## src/rtl/ifetch_axi_rd_bridge.sv

```systemverilog
// Instruction-fetch responder: turns SRAM-like fetch requests into in-order AXI reads
// (single beat or 2-beat INCR) and drops data of fetches killed by a pipeline flush.
`timescale 1ns/1ps
module ifetch_axi_rd_bridge #(
    parameter int         DEPTH    = 4,
    parameter logic [3:0] ARID_VAL = 4'd0
) (
    input  logic        aclk,
    input  logic        aresetn,
    input  logic        inst_req_i,
    input  logic [31:0] inst_addr_i,
    input  logic        inst_two_i,
    input  logic        inst_cancel_i,
    output logic        inst_addr_ok_o,
    output logic        inst_data_ok_o,
    output logic [31:0] inst_rdata1_o,
    output logic [31:0] inst_rdata2_o,
    output logic        inst_rdata2_en_o,
    output logic        inst_err_o,
    output logic [3:0]  arid,
    output logic [31:0] araddr,
    output logic [7:0]  arlen,
    output logic [2:0]  arsize,
    output logic [1:0]  arburst,
    output logic        arvalid,
    input  logic        arready,
    input  logic [3:0]  rid,
    input  logic [31:0] rdata,
    input  logic [1:0]  rresp,
    input  logic        rlast,
    input  logic        rvalid,
    output logic        rready
);

    localparam int             PW       = $clog2(DEPTH);
    localparam logic [PW:0]    FULL_CNT = (PW+1)'(DEPTH);
    localparam logic [PW-1:0]  PTR_ONE  = PW'(1'b1);
    localparam logic [PW:0]    CNT_ONE  = (PW+1)'(1'b1);

    typedef enum logic {AR_IDLE = 1'b0, AR_WAIT = 1'b1} ar_state_t;
    typedef enum logic {R_FIRST = 1'b0, R_SECOND = 1'b1} r_state_t;

    ar_state_t          ar_state_r;
    r_state_t           r_state_r;

    logic [DEPTH-1:0]   fifo_two_r;
    logic [DEPTH-1:0]   fifo_disc_r;
    logic [PW-1:0]      wr_ptr_r;
    logic [PW-1:0]      rd_ptr_r;
    logic [PW:0]        count_r;

    logic [31:0]        buf1_r;
    logic               err_acc_r;

    logic               accept_s;
    logic               two_eff_s;
    logic               beat_s;
    logic               head_two_s;
    logic               head_disc_s;
    logic               complete_s;
    logic               deliver_s;
    logic               rresp_err_s;
    logic               unused_s;

    assign arid    = ARID_VAL;
    assign arsize  = 3'd2;
    assign arburst = 2'b01;

    // rid/rlast carry no information here: responses are in order and beat count comes from the FIFO
    assign unused_s = ^{rid, rlast};

    // Request acceptance, beat qualification and completion decode
    always_comb begin
        two_eff_s   = inst_two_i & ~inst_addr_i[2];
        accept_s    = inst_req_i & (count_r != FULL_CNT) & (~arvalid | arready);
        head_two_s  = fifo_two_r[rd_ptr_r];
        head_disc_s = fifo_disc_r[rd_ptr_r];
        beat_s      = rvalid & rready & (count_r != {(PW+1){1'b0}});
        complete_s  = beat_s & ((r_state_r == R_SECOND) | ~head_two_s);
        deliver_s   = complete_s & ~head_disc_s & ~inst_cancel_i;
        rresp_err_s = (rresp != 2'b00);
    end

    assign inst_addr_ok_o = accept_s;

    // AR channel FSM: a new accept may reload the address registers while the previous AR handshakes
    always_ff @(posedge aclk or negedge aresetn) begin
        if (!aresetn) begin
            ar_state_r <= AR_IDLE;
            arvalid    <= 1'b0;
            araddr     <= 32'd0;
            arlen      <= 8'd0;
        end else begin
            case (ar_state_r)
                AR_IDLE: begin
                    if (accept_s) begin
                        araddr     <= inst_addr_i;
                        arlen      <= {7'd0, two_eff_s};
                        arvalid    <= 1'b1;
                        ar_state_r <= AR_WAIT;
                    end
                end
                AR_WAIT: begin
                    if (accept_s) begin
                        araddr <= inst_addr_i;
                        arlen  <= {7'd0, two_eff_s};
                    end else if (arready) begin
                        arvalid    <= 1'b0;
                        ar_state_r <= AR_IDLE;
                    end
                end
                default: begin
                    arvalid    <= 1'b0;
                    ar_state_r <= AR_IDLE;
                end
            endcase
        end
    end

    // Tracking FIFO of {two, discard}; a flush marks everything in flight, including this cycle's push
    always_ff @(posedge aclk or negedge aresetn) begin
        if (!aresetn) begin
            fifo_two_r  <= {DEPTH{1'b0}};
            fifo_disc_r <= {DEPTH{1'b0}};
            wr_ptr_r    <= {PW{1'b0}};
            rd_ptr_r    <= {PW{1'b0}};
            count_r     <= {(PW+1){1'b0}};
        end else begin
            if (inst_cancel_i) begin
                fifo_disc_r <= {DEPTH{1'b1}};
            end
            if (accept_s) begin
                fifo_two_r[wr_ptr_r]  <= two_eff_s;
                fifo_disc_r[wr_ptr_r] <= inst_cancel_i;
                wr_ptr_r              <= wr_ptr_r + PTR_ONE;
            end
            if (complete_s) begin
                rd_ptr_r <= rd_ptr_r + PTR_ONE;
            end
            case ({accept_s, complete_s})
                2'b10:   count_r <= count_r + CNT_ONE;
                2'b01:   count_r <= count_r - CNT_ONE;
                default: count_r <= count_r;
            endcase
        end
    end

    // R channel FSM plus registered fetch-return outputs
    always_ff @(posedge aclk or negedge aresetn) begin
        if (!aresetn) begin
            r_state_r        <= R_FIRST;
            buf1_r           <= 32'd0;
            err_acc_r        <= 1'b0;
            rready           <= 1'b0;
            inst_data_ok_o   <= 1'b0;
            inst_rdata1_o    <= 32'd0;
            inst_rdata2_o    <= 32'd0;
            inst_rdata2_en_o <= 1'b0;
            inst_err_o       <= 1'b0;
        end else begin
            rready         <= 1'b1;
            inst_data_ok_o <= deliver_s;
            if (deliver_s) begin
                inst_rdata1_o    <= (r_state_r == R_SECOND) ? buf1_r : rdata;
                inst_rdata2_o    <= (r_state_r == R_SECOND) ? rdata : 32'd0;
                inst_rdata2_en_o <= head_two_s;
                inst_err_o       <= err_acc_r | rresp_err_s;
            end
            if (beat_s) begin
                case (r_state_r)
                    R_FIRST: begin
                        buf1_r <= rdata;
                        if (head_two_s) begin
                            err_acc_r <= err_acc_r | rresp_err_s;
                            r_state_r <= R_SECOND;
                        end else begin
                            err_acc_r <= 1'b0;
                        end
                    end
                    R_SECOND: begin
                        err_acc_r <= 1'b0;
                        r_state_r <= R_FIRST;
                    end
                    default: begin
                        err_acc_r <= 1'b0;
                        r_state_r <= R_FIRST;
                    end
                endcase
            end
        end
    end

endmodule
```

## config.mk

```make
export PLATFORM = sky130hd
export DESIGN_NAME = ifetch_axi_rd_bridge
export DESIGN_NICKNAME = d
export VERILOG_FILES = /design/src/rtl/ifetch_axi_rd_bridge.sv
export SDC_FILE = /design/constraint.sdc
export NUM_CORES = 1
export LEC_CHECK = 0
export ABC_AREA = 1
export CELL_PAD_IN_SITES_DETAIL_PLACEMENT = 1
export CELL_PAD_IN_SITES_GLOBAL_PLACEMENT = 1
export CORE_MARGIN = 5
export CORE_UTILIZATION = 25
export CTS_BUF_LIST = sky130_fd_sc_hd__clkbuf_16
export CTS_CLUSTER_DIAMETER = 200
export DETAILED_ROUTE_END_ITERATION = 8
export DONT_BUFFER_PORTS = 1
export HOLD_SLACK_MARGIN = 0.12
export PLACE_DENSITY = 0.56
export REMOVE_ABC_BUFFERS = 1
export SLEW_MARGIN = 20
export SYNTH_ARGS = -nofsm -noshare
export SYNTH_HDL_FRONTEND = slang
export SYNTH_SLANG_ARGS = --single-unit
```

## constraint.sdc

```tcl
create_clock -name aclk -period 2.1 [get_ports aclk]
set_clock_uncertainty 0.15 [all_clocks]
set_input_delay 0.21 -clock aclk [delete_from_list [all_inputs] [get_ports aclk]]
set_output_delay 0.21 -clock aclk [all_outputs]
set_load 0.01 [all_outputs]
```

==> flow_summary.toml <==
[outcome]
status = "finished with violations"
violations = "hold timing"

[finish]
final_area_um2 = 9220
synthToLayoutAreaGrowth_pct = 23.0
instances_no_fill = 1372
drive_above_1_share_pct = 7.54
nets = 1052
layout_commonest_cell = "nand2_1"
final_cell_mix = "287 x nand2_1, 151 x dfrtp_1, 145 x inv_1"

[placement]
portBuffers = 0
dpl-instance-area_um2 = 7820
routabilityCongestion = 0.708
dp.cells = 1264
hpwl_um = 12900

[synthesis]
yosys.area.top_type = "dfrtp_1"
synth_area_leaders = "dfrtp_1 51%, nand2_1 14%, inv_1 7.4%"
syn_area_per_cell_um2 = 8.18
yosysUniqueCellTypes = 26
yosysTopAreaCellShare_pct = 50.8
syn-cell-area_um2 = 7490
synth_warnings = 0
synth_seq_area_share_pct = 50.8
synth-seq-cells = 152
netlist_instances = 916

[clock_tree]
numCtsBuffers = 17
h-tree-depth = 4
clock_latency_ns = 0.42
clkSinkCount = 152
cts_hold_buf = 73
cts_tree = "yes"
clockBufferDepth = 2
clkSlewWorstSetupHoldPaths_ns = 0.07
cts-root-buf = "clkbuf_16"

[critical_path]
crit_start = "rd_ptr_r[0]"
r2r-end = "count_r[2]"
r2r_cells = 12
ff2ff_setup_slack_ns = 0.11
r2r-start = "rd_ptr_r[0]"
crit_path_max_fanout = 4
start_kind = "register"
path_class = "reg -> reg"
cp.required_ns = 2.26
arrival_ns = 2.15
critPathCaptureType = "register"

[grt]
grt_overflow = 0
antenna_found_initial = 3
grt_max_degree = 153
grt_pass1_vias = 6648
grt_pass1_wl_um = 37000
gr-usage-all-layers_pct = 13.7

[timing]
finalSetupViolCount = 0
hold_slack_ns = -0.668
worst_slew_pin_slew_ns = 0.701
rsz0062_at_grt = "true"
tns_ns = 0
slew_headroom_pct = 53.3
drv_slew = 0
fmax_mhz = 502
hold_viol_final = 152
finalCritPeriodShare_pct = 94.9
post-route-min-period_ns = 1.99

[detailed_routing]
wl_per_cell_um = 16.3
drc = 0
viasPerCell = 4.37
drt_iter0_drc = 262
drt_first_pass_iters = 4
num_vias = 5990
final_antenna_net_count = 0
routed_wl_um = 22300

[run]
drv_cap = 0

[floorplanning]
core-area_um2 = 29600
die_y_um = 183
die-width_um = 183
fp-row-count = 63
io_pins = 197
dieArea_um2 = 33500
start_util_pct = 25.3

[power]
powerDensity_nw_per_um2 = 1460
ir_worst_vdd_v = 0.000543
p_total_mw = 13.5
power.leakage_nw = 4.59

[min_path]
worstHoldPathType = "in -> async"
[what timing repair did]
item                                    CTS  global route
cloned                                    1             0
setup buffers                             1             0
hold endpoints to repair                298           152
gates resized for setup                   8             7
endpoints found under the setup margin    2            39
pin swaps                                 0             1
[cell usage after synthesis]
library cell and number:
o21bai_1 66, nand3_1 7, nand4_1 66, a31oi_2 1, a31o_2 1, inv_1 147, clkbuf_1 15, and2_1 1
inv_2 6, fa_1 1, nand3_2 2, buf_4 20, ha_1 5, xnor2_1 2, dfrtp_1 152, nand2_1 287
buf_2 34, conb_1 2, nand2_2 2, o21ai_1 34, a21oi_1 3, o21ai_0 45, nor2_2 1, buf_6 8
xor2_1 3, nor2_1 5
[routing by layer]
| metal | routed length, um | up-vias | track usage (%) |
|---|---|---|---|
| li1 | - | 2935 | - |
| met1 | 9750 | 2878 | 17.1 |
| met2 | 10600 | 157 | 22.8 |
| met3 | 1690 | 16 | 4.68 |
| met4 | 239 | 4 | 3.72 |
| met5 | 14 | - | 0 |
[how the worst max path moves through the flow]
stage / cells past startpoint / slack [ns] / endpoint
after floorplan: 10 / -4.21 / count_r[2]
after global placement: 11 / -0.002 / count_r[2]
after detailed placement: 12 / -0.03 / count_r[2]
after CTS: 12 / 0.01 / count_r[2]
after global routing: 12 / -0.02 / count_r[2]
final: 12 / 0.11 / count_r[2]
[sequential cells by signal, summed over array words and instances, names as in the netlist, 2 cells and up]
name           count
fifo_two_r         4
rd_ptr_r           2
inst_rdata2_o     32
inst_rdata1_o     32
wr_ptr_r           2
buf1_r            32
count_r            3
araddr            32
fifo_disc_r        4
[critical path, stage by stage (launching register included)]
cell and delay [ns]:
dfrtp_1 0.41, inv_2 0.07, nand2_1 0.08, nand3_2 0.09
nand3_4 0.11, nand2_4 0.05, inv_2 0.06, ha_1 0.13
inv_1 0.06, fa_2 0.34, a21oi_2 0.11, o21ai_1 0.08
xor2_1 0.14
[layout make-up]
type,instances,area [um^2]
Antenna cell,1,2.50
Clock buffer,17,425
Clock inverter,15,141
Fill cell,3504,20400
Inverter,153,574
Multi-Input combinational cell,549,2780
Sequential cell,152,3800
Tap cell,390,488
Timing Repair Buffer,95,1000
[power by group]
group	switching [mW]	internal [mW]	total, mW	leakage (nW)
logic	3.01	1.74	4.74	2.45
registers	1.40	4.31	5.71	1.86
clock network	1.38	1.66	3.03	0.274
total	5.79	7.70	13.5	4.59
[cells by family after synthesis]
kind of cell | after synthesis | share of synthesized area (%)
buffers and inverters | 230 | 13.9
flip-flops | 152 | 50.8
AND/OR/NAND/NOR | 371 | 21.2
other | 2 | 0.100
AO/OA/AOI/OAI | 150 | 12.4
XOR/XNOR | 5 | 0.584
adder cells (fa/ha/maj) | 6 | 1.10
[stage by stage]
stage	setup WS (ns)	hold WS, ns	util, %
finish	0.108	-0.668	31.1
detailed placement	-0.0259	-0.231	26.4
global route	-0.0247	-0.702	31.1
CTS	0.0148	-0.705	31.0
global placement	-0.00237	-0.232	26.4
floorplan	-4.21	-0.236	-
No activity file was read; power rests on OpenSTA's default activity.
